`config.mk`:
```
export PLATFORM = sky130hd
export DESIGN_NAME = switch_input_ctrl
export DESIGN_NICKNAME = d
export VERILOG_FILES = /design/src/rtl/switch_input_ctrl.sv
export SDC_FILE = /design/constraint.sdc
export NUM_CORES = 1
export LEC_CHECK = 0
export ABC_AREA = 1
export CAP_MARGIN = 20
export CORE_ASPECT_RATIO = 0.8
export CORE_UTILIZATION = 50
export CTS_CLUSTER_SIZE = 14
export DETAILED_ROUTE_END_ITERATION = 7
export HOLD_SLACK_MARGIN = 0.1
export PLACE_DENSITY = 0.75
export SYNTH_ARGS = -nofsm -noshare
export SYNTH_HDL_FRONTEND = slang
export SYNTH_SLANG_ARGS = --single-unit
```
`constraint.sdc`:
```
create_clock -name clk -period 11.8 [get_ports clk]
set_input_delay 1.18 -clock clk [delete_from_list [all_inputs] [get_ports clk]]
set_output_delay 1.18 -clock clk [all_outputs]
set_load 0.02 [all_outputs]
```
`src/rtl/switch_input_ctrl.sv`:
```
// switch_input_ctrl
//   Samples 24 board switches through a two-flop synchronizer and debounces
//   them. A switch change is accepted only after it has been sampled
//   unchanged for DEBOUNCE_CYCLES clocks. Bits that change at acceptance are
//   latched in a sticky edge register. A four-word register window exposes
//   the state to a simple strobe bus.
//
//   Register map (byte offsets from BASE_ADDR):
//     0x0 DATA   RO  {8'h00, stable}
//     0x4 STATUS RO  {30'b0, settling, edge pending}
//     0x8 EDGE   RO  {8'h00, edge}; a read clears edge
//     0xC CTRL   RW  bit 0 = irq_en
//
//   Ports:
//     clk    sole clock, rising edge
//     rst    asynchronous active-high reset
//     sw     raw asynchronous switch inputs (24)
//     addr   bus byte address (32)
//     rd_en  read strobe, one cycle per access
//     wr_en  write strobe, one cycle per access
//     wdata  write data (32)
//     data   registered read data (32); holds between reads
//     irq    registered level interrupt = irq_en & (|edge)
module switch_input_ctrl #(
  parameter logic [19:0] DEBOUNCE_CYCLES = 20'd500000,
  parameter logic [31:0] BASE_ADDR       = 32'hFFFF_F070
) (
  input  logic        clk,
  input  logic        rst,
  input  logic [23:0] sw,
  input  logic [31:0] addr,
  input  logic        rd_en,
  input  logic        wr_en,
  input  logic [31:0] wdata,
  output logic [31:0] data,
  output logic        irq
);

  typedef enum logic {
    STABLE = 1'b0,
    SETTLE = 1'b1
  } state_e;

  state_e      state_q, state_d;
  logic [23:0] s1_q, s1_d;
  logic [23:0] s2_q, s2_d;
  logic [23:0] cand_q, cand_d;
  logic [23:0] stable_q, stable_d;
  logic [23:0] edge_q, edge_d;
  logic [19:0] cnt_q, cnt_d;
  logic        irq_en_q, irq_en_d;
  logic        irq_q, irq_d;
  logic [31:0] data_q, data_d;

  logic        commit;
  logic        hit;
  logic [1:0]  offset;
  logic [31:0] rd_val;
  logic        rd_edge;
  logic        wr_ctrl;

  // Byte-lane bits of the address and the upper write-data bits carry no
  // meaning for this block.
  logic unused_bits;
  assign unused_bits = ^{addr[1:0], wdata[31:1]};

  // ---------------------------------------------------------------------
  // State register
  // ---------------------------------------------------------------------
  always_ff @(posedge clk or posedge rst) begin
    if (rst) begin
      state_q  <= STABLE;
      s1_q     <= '0;
      s2_q     <= '0;
      cand_q   <= '0;
      stable_q <= '0;
      edge_q   <= '0;
      cnt_q    <= '0;
      irq_en_q <= 1'b0;
      irq_q    <= 1'b0;
      data_q   <= '0;
    end else begin
      state_q  <= state_d;
      s1_q     <= s1_d;
      s2_q     <= s2_d;
      cand_q   <= cand_d;
      stable_q <= stable_d;
      edge_q   <= edge_d;
      cnt_q    <= cnt_d;
      irq_en_q <= irq_en_d;
      irq_q    <= irq_d;
      data_q   <= data_d;
    end
  end

  // ---------------------------------------------------------------------
  // Next-state logic
  // ---------------------------------------------------------------------
  always_comb begin
    state_d = state_q;
    case (state_q)
      STABLE: begin
        if (s2_q != stable_q) state_d = SETTLE;
      end
      SETTLE: begin
        if ((s2_q == cand_q) && (cnt_q == DEBOUNCE_CYCLES - 20'd1)) state_d = STABLE;
      end
      default: state_d = STABLE;
    endcase
  end

  // ---------------------------------------------------------------------
  // Debounce datapath (state-dependent outputs of the FSM)
  // ---------------------------------------------------------------------
  always_comb begin
    s1_d   = sw;
    s2_d   = s1_q;
    cand_d = cand_q;
    cnt_d  = cnt_q;
    commit = 1'b0;
    case (state_q)
      STABLE: begin
        if (s2_q != stable_q) begin
          cand_d = s2_q;
          cnt_d  = '0;
        end
      end
      SETTLE: begin
        if (s2_q != cand_q) begin
          // Input moved again: restart the settle window on the new value.
          cand_d = s2_q;
          cnt_d  = '0;
        end else if (cnt_q == DEBOUNCE_CYCLES - 20'd1) begin
          commit = 1'b1;
        end else begin
          cnt_d = cnt_q + 20'd1;
        end
      end
      default: begin
        cand_d = cand_q;
      end
    endcase
  end

  // ---------------------------------------------------------------------
  // Register window
  // ---------------------------------------------------------------------
  always_comb begin
    hit     = (addr[31:4] == BASE_ADDR[31:4]);
    offset  = addr[3:2];
    rd_edge = rd_en && hit && (offset == 2'd2);
    wr_ctrl = wr_en && hit && (offset == 2'd3);

    case (offset)
      2'd0:    rd_val = {8'h00, stable_q};
      2'd1:    rd_val = {30'b0, (state_q == SETTLE), |edge_q};
      2'd2:    rd_val = {8'h00, edge_q};
      default: rd_val = {31'b0, irq_en_q};
    endcase

    data_d = data_q;
    if (rd_en) data_d = hit ? rd_val : '0;

    // Clear-on-read happens first, so a coincident acceptance leaves only
    // the freshly changed bits; the read itself returns the old edge_q.
    edge_d   = rd_edge ? '0 : edge_q;
    stable_d = stable_q;
    if (commit) begin
      edge_d   = edge_d | (stable_q ^ cand_q);
      stable_d = cand_q;
    end

    irq_en_d = wr_ctrl ? wdata[0] : irq_en_q;
    irq_d    = irq_en_q & (|edge_q);
  end

  assign data = data_q;
  assign irq  = irq_q;

endmodule

```
==> out/qor.txt <==
FMAX: 313 MHz
Vias per inst: 4.96
Worst Hold Launch: s1_q[3]
Clock Sinks: 167
Worst reg2reg setup slack: 8.92 ns
Crit path required time: 12.13 ns
CTS hold repair buffers: 0
Worst Max-Slew Pin Slew: 0.950 ns
Die Area: 0.0168 mm2
Core Region: 0.0159 mm2
Clk_skew: 0.00975 ns
CP arrival: 3.53 ns
Die X: 145 um
Number of gates resized after CTS: 0
Endpoints failing setup: 0
Synth Cell Area: 0.00814 mm2
Outcome: finished, final reports clean
First-pass GRT wire length: 30000 um
# diodes: 0
Worst setup margin: 8.60 ns
#FFs+latches synth: 167
Core Rows: 41
Leakage power: 4.71 nW
Maximum fanout along the worst path: 15
Setup WS pre-CTS: 7.90 ns
HPWL Detailed: 13100 um
DR WL met3: 1090 um
Syn Inst Count: 1018
Postcts setup bufs: 0
CTS tree: done
Overflow left after global routing: 0
Drt total wl: 18100 um
Via Count: 6592
R2R Path Start: cand_q[10]
Iteration-0 DRC Markers: 422
Top Layer Used: met4
Worst hold path type: reg2reg
Maxcap violations: 0
IO Pins: 125
Max H-tree Level: 4
Remaining DRCs: 0
Port bufs: 83
Root Driver: clkbuf_16
Initial antenna violation count: 0
Nets: 1193
WHS Endpoint: s2_q[3]
Crit Path Category: in2reg
M1 WL: 8900 um
Gp weighted congestion: 0.929
PD cells: 125 mW/mm2
Final Hold Fails: 0
Routed len/inst: 13.6 um
RSZ-0062 raised after global routing: false
Post-route ant nets: 0
Ys Warns: 0
CP Capture Type: flip-flop
Maximum root-to-sink buffer count: 2
Chip height: 116 um
Setup TNS: 0 ns
Max Slew Vio Count: 0
Hold Crit Depth: 0
Rel. slew slack: 0.364
Initial Utilization: 0.514
R2r endpoint: cnt_q[5]
Reg2Reg Depth: 11
CTS buffer count: 17
Peak supply drop: 109 uV
Clk pin slew, worst setup/hold paths: 0.06 ns
Largest net degree at the start of global routing: 89
Number of distinct library cells after synthesis: 36
Worst Hold Slack: 0.344 ns
Router iterations before antenna repair: 5
Final period util: 0.271
Final min period: 3.20 ns
WL met2: 7780 um
Synth Area per Inst: 8.00 um2
Sequential area share after synthesis: 0.513
CP startpoint kind: input port
Layout area overhead: 19.5%
Clk Latency, worst-skew pair: 0.43 ns
Share of layout cells above drive strength 1: 0.0764
GRT Util Overall: 0.237
Number of global-route vias before repair: 6129
layout by cell type (no fill, tap or decap), types with 2 or more instances in the layout:
cell	n
nor3_1	8
nand2_2	5
clkinv_2	5
conb_1	8
o21ai_2	16
nor2_1	86
clkinv_4	2
inv_2	15
nand2_1	302
nand4_1	27
nand3_2	2
nor2_2	4
and2_1	4
buf_4	3
inv_6	4
xnor2_1	28
nand3_1	33
dfrtp_1	167
inv_1	132
clkbuf_8	2
clkbuf_16	17
xor2_1	14
o22ai_1	8
nor2_4	2
nor4_1	3
o21ai_1	36
a21oi_1	6
o21ai_0	72
a22o_1	4
clkdlybuf4s50_1	83
routing by layer:
metal  vias to the layer above  track usage
li1                       3352            -
met1                      2999        0.343
met2                       219        0.362
met3                        22       0.0447
met4                         0       0.0793
met5                         -            0
critical path: stages:
cell,delay (ns)
clkdlybuf4s50_1,0.51
nor2_1,0.76
clkinv_1,0.55
o21ai_0,0.30
inv_1,0.06
o21ai_0,0.16
cell families (layout without fill, tap and decap cells):
family | count (synthesis) | count (layout) | synth area share
AOI/OAI and AO/OA | 145 | 145 | 0.101
xor gates and xnor gates | 42 | 42 | 0.0452
adders and majority gates | 1 | 1 | 0.00154
buffers and inverters | 181 | 269 | 0.0917
DFF | 167 | 167 | 0.513
other | 1 | 8 | 0.000460
and+or+nand+nor | 481 | 481 | 0.247
cell usage after synthesis:
cell / instances / share of area
or2_2: 1 / 0.00077
nand3_2: 2 / 0.0025
o21ai_0: 72 / 0.044
clkinv_1: 1 / 0.00046
o21ai_1: 36 / 0.022
nand2_1: 302 / 0.14
nand3b_1: 1 / 0.00092
nor3b_1: 1 / 0.00092
and2_1: 4 / 0.0031
nor3_1: 8 / 0.0049
nor2_1: 86 / 0.040
o21ai_2: 17 / 0.018
dfrtp_1: 167 / 0.51
nand2_2: 5 / 0.0038
xnor2_1: 28 / 0.030
o22ai_1: 8 / 0.0061
buf_2: 6 / 0.0037
buf_6: 3 / 0.0041
xor2_1: 14 / 0.015
buf_4: 10 / 0.0092
o21bai_1: 1 / 0.00092
ha_1: 1 / 0.0015
inv_2: 15 / 0.0069
nor2_2: 4 / 0.0031
nor2_4: 2 / 0.0028
nand4_1: 27 / 0.021
conb_1: 1 / 0.00046
a21oi_1: 6 / 0.0037
a22o_1: 4 / 0.0043
nor4_1: 3 / 0.0023
and3_1: 1 / 0.00077
nand3_1: 33 / 0.020
nor4_2: 1 / 0.0015
clkbuf_1: 13 / 0.0060
inv_1: 133 / 0.061
a221oi_1: 1 / 0.0011
through the flow:
stage | instances | instance area, um2 | util | power [W]
final | 1328 | 9730 | 0.614 | 0.00121
after global routing | 1328 | 9730 | 0.614 | 0.00126
after CTS | 1326 | 9690 | 0.611 | 0.00122
after detailed placement | 1294 | 9120 | 0.575 | 0.000691
after global placement | 1294 | 9120 | 0.575 | 0.000690
after floorplan | 1025 | 8170 | - | 0.000657
area by class of cell:
type	instances	area, um2
Clock buffer	19	453
Clock inverter	13	118
Fill cell	1372	6120
Inverter	149	564
Multi-Input combinational cell	677	3250
Sequential cell	167	4180
Tap cell	215	269
Timing Repair Buffer	88	896
flip-flops by register name, indices dropped and copies added (netlist names):
| name | count |
|---|---|
| cnt_q | 20 |
| edge_q | 24 |
| cand_q | 24 |
| s2_q | 24 |
| data | 24 |
| irq_en_q | 1 |
| state_q | 1 |
| stable_q | 24 |
| s1_q | 24 |
| irq | 1 |
how the worst max path moves through the flow:
stage	from	slack [ns]	end	depth (start not counted)
finish	addr[3]	8.60	data[7]	6
global route	addr[2]	8.36	data[7]	6
CTS	addr[2]	8.36	edge_q[23]	7
detailed placement	addr[2]	7.90	edge_q[23]	7
global placement	addr[3]	8.00	edge_q[16]	6
floorplan	rst	6.10	cand_q[0]	1
report_power, final:
group / total (W) / switching (W) / internal, W
combinational: 0.0000849 / 0.0000482 / 0.0000367
sequential: 0.000597 / 0.0000117 / 0.000585
clock: 0.000531 / 0.000228 / 0.000303
total: 0.00121 / 0.000288 / 0.000925
(Power assumes the default switching activity.)
